<file path="config.mk">
export PLATFORM = sky130hd
export DESIGN_NAME = ahfp_add_mc
export DESIGN_NICKNAME = d
export VERILOG_FILES = /design/src/rtl/ahfp_add_mc.sv
export SDC_FILE = /design/constraint.sdc
export NUM_CORES = 1
export LEC_CHECK = 0
export CAP_MARGIN = 20
export CORE_MARGIN = 4
export CORE_UTILIZATION = 45
export DETAILED_ROUTE_END_ITERATION = 8
export HOLD_SLACK_MARGIN = 0.15
export PLACE_DENSITY = 0.66
export SYNTH_ARGS = -nofsm -noshare
export SYNTH_HDL_FRONTEND = slang
export SYNTH_SLANG_ARGS = --single-unit
</file>
<file path="constraint.sdc">
create_clock -name clk -period 5.6 [get_ports clk]
set_input_delay 0.84 -clock clk [delete_from_list [all_inputs] [get_ports clk]]
set_output_delay 0.84 -clock clk [all_outputs]
set_load 0.05 [all_outputs]
</file>
<file path="src/rtl/ahfp_add_mc.sv">
// Multi-cycle IEEE-754 single-precision adder with start/done handshake.
// Truncating, denormals flushed to zero, NaN/inf handled as specials.
module ahfp_add_mc (
    input  logic        clk,
    input  logic        reset,
    input  logic        clk_en,
    input  logic        start,
    input  logic [31:0] dataa,
    input  logic [31:0] datab,
    output logic [31:0] result,
    output logic        done
);

    typedef enum logic [1:0] {IDLE, ALIGN, ADD, NORM} state_t;

    state_t      state_q, state_d;
    logic [31:0] a_q, a_d, b_q, b_d;
    logic [23:0] ml_q, ml_d, ms_q, ms_d;
    logic [7:0]  el_q, el_d;
    logic        sign_q, sign_d;
    logic        sub_q, sub_d;
    logic        spec_q, spec_d;
    logic [31:0] spec_res_q, spec_res_d;
    logic [24:0] m_q, m_d;
    logic [8:0]  e_q, e_d;
    logic [31:0] result_q, result_d;
    logic        done_q, done_d;

    logic        sa, sb;
    logic [7:0]  ea, eb;
    logic [23:0] ma, mb;
    logic        a_big;
    logic [7:0]  e_big, e_small, dsh;
    logic [23:0] m_big, m_small, ms_al;
    logic        nan_a, nan_b, inf_a, inf_b;
    logic [8:0]  e_inc;
    logic [31:0] pack_shr, pack_keep;

    assign sa      = a_q[31];
    assign sb      = b_q[31];
    assign ea      = a_q[30:23];
    assign eb      = b_q[30:23];
    assign ma      = (ea == 8'd0) ? 24'd0 : {1'b1, a_q[22:0]};
    assign mb      = (eb == 8'd0) ? 24'd0 : {1'b1, b_q[22:0]};
    assign a_big   = (ea > eb) || ((ea == eb) && (ma >= mb));
    assign e_big   = a_big ? ea : eb;
    assign e_small = a_big ? eb : ea;
    assign m_big   = a_big ? ma : mb;
    assign m_small = a_big ? mb : ma;
    assign dsh     = e_big - e_small;
    assign ms_al   = (dsh >= 8'd24) ? 24'd0 : (m_small >> dsh);

    assign nan_a   = (ea == 8'hFF) && (a_q[22:0] != 23'd0);
    assign nan_b   = (eb == 8'hFF) && (b_q[22:0] != 23'd0);
    assign inf_a   = (ea == 8'hFF) && (a_q[22:0] == 23'd0);
    assign inf_b   = (eb == 8'hFF) && (b_q[22:0] == 23'd0);

    // Packing for the two finishing cases; exponent 255 saturates to inf.
    assign e_inc     = e_q + 9'd1;
    assign pack_shr  = (e_inc >= 9'd255) ? {sign_q, 8'hFF, 23'd0}
                                         : {sign_q, e_inc[7:0], m_q[23:1]};
    assign pack_keep = (e_q >= 9'd255) ? {sign_q, 8'hFF, 23'd0}
                                       : {sign_q, e_q[7:0], m_q[22:0]};

    // Next-state and datapath: one FSM step per enabled cycle.
    always_comb begin
        state_d    = state_q;
        a_d        = a_q;
        b_d        = b_q;
        ml_d       = ml_q;
        ms_d       = ms_q;
        el_d       = el_q;
        sign_d     = sign_q;
        sub_d      = sub_q;
        spec_d     = spec_q;
        spec_res_d = spec_res_q;
        m_d        = m_q;
        e_d        = e_q;
        result_d   = result_q;
        done_d     = 1'b0;
        case (state_q)
            IDLE: begin
                if (start) begin
                    a_d     = dataa;
                    b_d     = datab;
                    state_d = ALIGN;
                end
            end
            ALIGN: begin
                ml_d   = m_big;
                ms_d   = ms_al;
                el_d   = e_big;
                sign_d = a_big ? sa : sb;
                sub_d  = sa ^ sb;
                spec_d = (ea == 8'hFF) || (eb == 8'hFF);
                if (nan_a || nan_b || (inf_a && inf_b && (sa != sb)))
                    spec_res_d = 32'h7FC0_0000;
                else if (inf_a)
                    spec_res_d = a_q;
                else
                    spec_res_d = b_q;
                state_d = ADD;
            end
            ADD: begin
                m_d     = sub_q ? ({1'b0, ml_q} - {1'b0, ms_q})
                                : ({1'b0, ml_q} + {1'b0, ms_q});
                e_d     = {1'b0, el_q};
                state_d = NORM;
            end
            NORM: begin
                state_d = IDLE;
                done_d  = 1'b1;
                if (spec_q)
                    result_d = spec_res_q;
                else if (m_q == 25'd0)
                    result_d = 32'h0;
                else if (m_q[24])
                    result_d = pack_shr;
                else if (m_q[23])
                    result_d = pack_keep;
                else if (e_q == 9'd1)
                    result_d = 32'h0;
                else begin
                    m_d     = {m_q[23:0], 1'b0};
                    e_d     = e_q - 9'd1;
                    state_d = NORM;
                    done_d  = 1'b0;
                end
            end
            default: state_d = IDLE;
        endcase
    end

    // State registers; reset wins over clk_en, clk_en low freezes all.
    always_ff @(posedge clk) begin
        if (reset) begin
            state_q    <= IDLE;
            a_q        <= 32'h0;
            b_q        <= 32'h0;
            ml_q       <= 24'h0;
            ms_q       <= 24'h0;
            el_q       <= 8'h0;
            sign_q     <= 1'b0;
            sub_q      <= 1'b0;
            spec_q     <= 1'b0;
            spec_res_q <= 32'h0;
            m_q        <= 25'h0;
            e_q        <= 9'h0;
            result_q   <= 32'h0;
            done_q     <= 1'b0;
        end else if (clk_en) begin
            state_q    <= state_d;
            a_q        <= a_d;
            b_q        <= b_d;
            ml_q       <= ml_d;
            ms_q       <= ms_d;
            el_q       <= el_d;
            sign_q     <= sign_d;
            sub_q      <= sub_d;
            spec_q     <= spec_d;
            spec_res_q <= spec_res_d;
            m_q        <= m_d;
            e_q        <= e_d;
            result_q   <= result_d;
            done_q     <= done_d;
        end
    end

    assign result = result_q;
    assign done   = done_q;

endmodule

</file>
# After elaboration in Yosys (flattened, before gate mapping)
# Cells that the tools add are included.
# totals
regBits	224
# op_classes
n_bitwise	1
n_addsub	5
shift	1
eq_ne	14
n_reduce_logical	28
mux	43
order_cmp	5
# ops
operator	n
$mux 32	7
$mux 24	7
$mux 25	4
$mux 31	2
$pmux 25 s2	1
$logic_not 23->1	2
$reduce_bool 23->1	2
$mux 9	5
$add 24x24->25	1
$logic_not 25->1	1
$sub 24x24->25	1
$ge 24x24->1	1
$shr 24x8->24	1
$ge 9x8->1 const B	2
$pmux 9 s2	1
$eq 8x8->1 const B	2
$logic_not 8->1	2
$mux 8	2
$mux 2	6
$ne 2x2->1 const B	6
$add 9x1->9 const B	1
$eq 9x1->1 const B	1
$sub 9x1->9 const B	1
$eq 8x8->1	1
other kinds (19)	37

# Logic depth before layout (Yosys ltp)
# Gate-level depths: netlist of run 1.
# depth
depth_word	9
ltp_mapped	28
mapped_depth_nobuf	23

# Worst setup path before layout of run 1
# OpenSTA, ideal clock, no wires.
# synth_path
path_kind	reg2reg
startpoint	register a_q[24]
endpoint	register ms_q[0]
t_arrival_ns	5.608
n_path_buf	6
synth_period_minus_slack_ns	5.682
stages_incl_launch_ff	29
setup_time_ns	0.074
required_ns	5.526
slack_ns	-0.082
path_cell_list	dfxtp_1 > clkbuf_1 > nor4_1 > nand2_1 > clkbuf_1 > nand2_1 > inv_1 > ha_1 > a21oi_1 > o21ai_1 > a2111oi_4 > o211ai_2 > nand2_2 > buf_2 > buf_4 > clkbuf_1 > o21a_1 > ha_1 > inv_1 > and3_1 > o21ai_0 > o2111ai_1 > nor2_2 > buf_2 > o211ai_1 > o21ai_0 > o211ai_1 > a2111o_1 > a31oi_1
# synth_between
elab_chain_len	9
# synth_lines
item	line_no	source
start: declaration	17	logic [31:0] a_q, a_d, b_q, b_d;
start signal: assignment	138	a_q <= 32'h0;
start signal: assignment	153	a_q <= a_d;
$logic_not 8->1	43	assign ma = (ea == 8'd0) ? 24'd0 : {1'b1, a_q[22:0]};
$mux 24	43	
$ge 24x24->1	45	assign a_big = (ea > eb) || ((ea == eb) && (ma >= mb));
$logic_and 1x1->1	45	
$logic_or 1x1->1	45	
$mux 8, on equally long branches	46, 47	
$sub 8x8->8	50	assign dsh = e_big - e_small;
$shr 24x8->24 / $ge 8x5->1 (equally long branches)	51	assign ms_al = (dsh >= 8'd24) ? 24'd0 : (m_small >> dsh);
$mux 24 (*)	51	
end signal: assignment	156	ms_q <= ms_d;
end: declaration	18	logic [23:0] ml_q, ml_d, ms_q, ms_d;
# Every way passes the cells marked *; elsewhere a longest branch is shown, timed or not.
# A chain may end at the register's enable or synchronous reset.

# Worst setup path in the final report of run 1
# layout_path
startpoint	register a_q[27]
endpoint	register ms_q[6]
# Same word-level chain as after synthesis.

==> flow_metrics.tcl, run 1 <==
set metrics [dict create \
    clock_sinks 224 \
    p_per_area_mw_per_mm2 326.3 \
    avgViaCountPerCell 5.938 \
    period_utilisation_layout_pct 93.64 \
    worstSetupStartpointType "register" \
    top_level_ports 101 \
    vdd_drop_max_uv 230.8 \
    numCtsBuffers 25 \
    place.detailed.instances 2310 \
    postSynth.topFlopCell "sky130_fd_sc_hd__dfxtp_1" \
    setup_ws_ps 355.9 \
    yosysUniqueCellTypes 91 \
    grt_setup_unrepaired "true" \
    timing.clock.skew_ps 13.57 \
    maxSlewViolCount 0 \
    timing.max_cap.violations 0 \
    slew_of_the_pin_with_the_lowest_slew_margin_ps 1038 \
    postSynthNetCount 2018 \
    critical_path.reg2reg.endpoint "ms_q[6]$_SDFFE_PP0P_" \
    dieWidth_um 185.5 \
    min_cycle_time_layout_ps 5244 \
    end_kind "register" \
    worst_r2r_startpoint "a_q[27]$_SDFFE_PP0P_" \
    detail-route-antenna-nets 0 \
    grt_pass1_vias 12770 \
    ys_async_sr_fraction_pct 0 \
    number_of_antenna_violations_at_the_first_check_in_global_routing 0 \
    worst_hold_path.endpoint "ml_q[11]$_SDFFE_PP0P_" \
    detailed_place_hpwl_um 36870 \
    core_mm2 0.03083 \
    max-slew-margin-rel_pct 30.79 \
    design.die.area_mm2 0.03440 \
    placedInstanceArea_mm2 0.01567 \
    holdCritStartpoint "ml_q[11]$_SDFFE_PP0P_" \
    drcViolationCount 0 \
    finalSetupViolations 0 \
    grt_start_max_net_pins 134 \
    first_pass_grt_wire_length_um 74190 \
    clock_pin_transition_on_the_worst_setup_and_hold_timing_paths_ps 60 \
    synthCells 1886 \
    start_util_pct 45.97 \
    clock_tree.buffer_depth 3 \
    seq_area_frac_synth_pct 31.64 \
    cp_data_required_time_ps 6060 \
    tritoncts "built" \
    worstPathArrival_ps 5710 \
    cp_max_fo 26 \
    totalWireLength_um 48370 \
    post-route-util_pct 53.57 \
    routed_wire_length_per_instance_um 20.54 \
    clockRootBuffer "sky130_fd_sc_hd__clkbuf_16" \
    diodes_inserted 0 \
    fin_cells 2355 \
    whs_path_depth 2 \
    dr_total_vias 13980 \
    detailedRoute.firstIterationViolations 1230 \
    reg2reg_setup_slack_ps 360 \
    cts.htree.levels 1 \
    stdcell_area_mm2 0.01652 \
    run_status "finished clean" \
    final_net_count 2074 \
    timing_worst_setup_path_type "reg2reg" \
    yosysWarningCount 0 \
    synthToLayoutAreaGrowth_pct 16.54 \
    drt_first_pass_iters 6 \
    grt_overflow_total 0 \
    grt_util_all_layers_pct 27.23 \
    layout-drive-gt1-share_pct 8.474 \
    gp_congestion 0.9891 \
    insertion_delay_ps 520 \
    finalHoldViolCount 0 \
    postSynthRegisterBits 224 \
    synth.avg_cell_area_um2 7.514 \
    maxClockFrequency_ghz 0.1907 \
    worst_hold_path_type "reg2reg" \
    std_cell_rows 64 \
    die-height_um 185.5 \
    placement.setup.worst_slack_ps 42.93 \
    synth_area_mm2 0.01417 \
    synth_edf_count 0 \
    io_buffer_count 100 \
    leakagePower_nw 6.005 \
    cells_on_worst_reg2reg_path 25 \
]
[through the flow]
step	hold WS, ps	total power [mW]	setup TNS (ps)
global route	489.3	5.657	-12.14
detailed placement	457.1	3.753	0
CTS	463.2	5.377	0
finish	458.8	5.390	0
global placement	443.1	3.740	0
floorplan	436.2	3.164	0
[state kept, by name (all words and copies together), names as in the netlist, 2 cells and up]
register and count:
a_q 32, result 32, spec_res_q 32, m_q 25
e_q 9, ms_q 24, ml_q 24, el_q 8
state_q 2, b_q 32
[logic make-up after synthesis]
logic type / after synthesis / share of synthesized area, %
buffers and inverters: 190 / 5.306
AO/OA/AOI/OAI: 511 / 23.89
adder cells (fa/ha/maj): 64 / 5.703
AND/OR/NAND/NOR: 773 / 23.99
flip-flops: 224 / 31.64
XOR/XNOR: 53 / 3.328
multiplexers: 71 / 6.145
[report_power, final]
group	total (mW)	internal (mW)	switching [mW]
clock network	1.63	0.969	0.658
logic	2.03	0.773	1.26
registers	1.73	1.65	0.0771
[repair_timing]
action / CTS / global route
gates resized for setup: 0 / 5
setup buffers: 0 / 1
setup endpoints to repair: 0 / 23
hold buffers: 0 / 0
endpoints found under the hold margin: 0 / 0
[Yosys cell counts (18+ instances only)]
master | n | area, um^2
sky130_fd_sc_hd__o21ai_0 | 74 | 370.4
sky130_fd_sc_hd__nor3_1 | 42 | 210.2
sky130_fd_sc_hd__dfxtp_1 | 224 | 4484
sky130_fd_sc_hd__ha_1 | 63 | 788.3
sky130_fd_sc_hd__nor2_1 | 223 | 837.1
sky130_fd_sc_hd__a21oi_1 | 160 | 800.8
sky130_fd_sc_hd__inv_1 | 57 | 214.0
sky130_fd_sc_hd__a22oi_1 | 49 | 367.9
sky130_fd_sc_hd__nand3_1 | 46 | 230.2
sky130_fd_sc_hd__xnor2_1 | 38 | 332.8
sky130_fd_sc_hd__mux2i_1 | 42 | 420.4
sky130_fd_sc_hd__a31oi_1 | 36 | 225.2
sky130_fd_sc_hd__nand4_1 | 19 | 118.9
sky130_fd_sc_hd__a211oi_1 | 47 | 352.8
sky130_fd_sc_hd__clkbuf_1 | 118 | 442.9
sky130_fd_sc_hd__o211ai_1 | 27 | 202.7
sky130_fd_sc_hd__nor4_1 | 27 | 168.9
sky130_fd_sc_hd__nand2_1 | 336 | 1261
sky130_fd_sc_hd__mux2_2 | 18 | 202.7
[placed cells by master (no fill, tap or decap), types with 10 or more instances in the layout]
master                            synthesis  final
sky130_fd_sc_hd__mux2i_1                 42     42
sky130_fd_sc_hd__xor2_1                  14     14
sky130_fd_sc_hd__nand2_1                336    334
sky130_fd_sc_hd__nand3_1                 46     46
sky130_fd_sc_hd__a311oi_1                14     14
sky130_fd_sc_hd__buf_4                    2     58
sky130_fd_sc_hd__a31oi_1                 36     36
sky130_fd_sc_hd__o211ai_1                27     27
sky130_fd_sc_hd__mux2_2                  18     18
sky130_fd_sc_hd__nand2b_1                12     12
sky130_fd_sc_hd__clkbuf_16                0     25
sky130_fd_sc_hd__mux4_2                  10     10
sky130_fd_sc_hd__nor3_1                  42     42
sky130_fd_sc_hd__nor2_1                 223    220
sky130_fd_sc_hd__o21ai_0                 74     74
sky130_fd_sc_hd__dfxtp_1                224    224
sky130_fd_sc_hd__xnor2_1                 38     38
sky130_fd_sc_hd__nor4_1                  27     24
sky130_fd_sc_hd__ha_1                    63     63
sky130_fd_sc_hd__a21o_1                  13     13
sky130_fd_sc_hd__a21oi_1                160    160
sky130_fd_sc_hd__a22oi_1                 49     49
sky130_fd_sc_hd__nand4_1                 19     19
sky130_fd_sc_hd__a211oi_1                47     47
sky130_fd_sc_hd__a22o_1                  11     11
sky130_fd_sc_hd__clkdlybuf4s50_1          0     99
sky130_fd_sc_hd__inv_1                   57     57
[area by class of cell]
class	count	area (um^2)
clock inverters	8	100.1
well taps	396	495.5
clock buffers	36	706.9
multi-input cells	1472	8990
fillers	2929	14310
repair buffers	162	1525
inverters	57	214.0
flip-flops and latches	224	4484
[worst max path at each step]
stage / endpoint / from / cells after the start / slack [ps]
2_1_floorplan: ms_q[13]$_SDFFE_PP0P_ / a_q[24]$_SDFFE_PP0P_ / 28 / 50
3_3_place_gp: ms_q[3]$_SDFFE_PP0P_ / a_q[27]$_SDFFE_PP0P_ / 24 / 280
5_1_grt: ms_q[6]$_SDFFE_PP0P_ / a_q[27]$_SDFFE_PP0P_ / 25 / -10
3_5_place_dp: ms_q[1]$_SDFFE_PP0P_ / a_q[27]$_SDFFE_PP0P_ / 24 / 40
6_report: ms_q[6]$_SDFFE_PP0P_ / a_q[27]$_SDFFE_PP0P_ / 25 / 360
4_1_cts: ms_q[1]$_SDFFE_PP0P_ / a_q[27]$_SDFFE_PP0P_ / 24 / 40
[worst max-delay path, stage by stage, from the launching register on]
cell and delay, ps:
sky130_fd_sc_hd__dfxtp_1 320, sky130_fd_sc_hd__nor4_2 300, sky130_fd_sc_hd__nand2_1 140, sky130_fd_sc_hd__buf_12 180, sky130_fd_sc_hd__nand2_1 150, sky130_fd_sc_hd__inv_1 60, sky130_fd_sc_hd__ha_1 290, sky130_fd_sc_hd__nand2_1 70
sky130_fd_sc_hd__nor3_1 300, sky130_fd_sc_hd__a211oi_2 150, sky130_fd_sc_hd__o211a_1 280, sky130_fd_sc_hd__o211ai_1 240, sky130_fd_sc_hd__o21a_1 160, sky130_fd_sc_hd__ha_1 170, sky130_fd_sc_hd__inv_1 100, sky130_fd_sc_hd__and3_1 220
sky130_fd_sc_hd__o21ai_0 200, sky130_fd_sc_hd__o2111ai_1 290, sky130_fd_sc_hd__nor2_4 230, sky130_fd_sc_hd__buf_4 230, sky130_fd_sc_hd__mux2i_1 270, sky130_fd_sc_hd__nor2_1 60, sky130_fd_sc_hd__a311oi_1 350, sky130_fd_sc_hd__a21oi_1 90
sky130_fd_sc_hd__o211ai_1 170, sky130_fd_sc_hd__and2_1 140
[metal layers]
metal | track usage [%] | vias to the layer above | wire, um
met2 | 43.51 | 444 | 22030
met5 | 0 | - | 0
met4 | 6.723 | 0 | 1262
li1 | - | 6856 | -
met3 | 3.537 | 73 | 3349
met1 | 39.14 | 6611 | 21730
No activity file was read; power rests on OpenSTA's default activity.
==> run 2: changes to the inputs <==
--- a/config.mk
+++ b/config.mk
@@ -9,6 +9,7 @@
 export CORE_MARGIN = 4
 export CORE_UTILIZATION = 45
 export DETAILED_ROUTE_END_ITERATION = 8
+export GPL_ROUTABILITY_DRIVEN = 1
 export HOLD_SLACK_MARGIN = 0.15
 export PLACE_DENSITY = 0.66
 export SYNTH_ARGS = -nofsm -noshare
==> results of run 2 <==
Same layout as run 1: the final DEF is identical, and so are final timing and power.
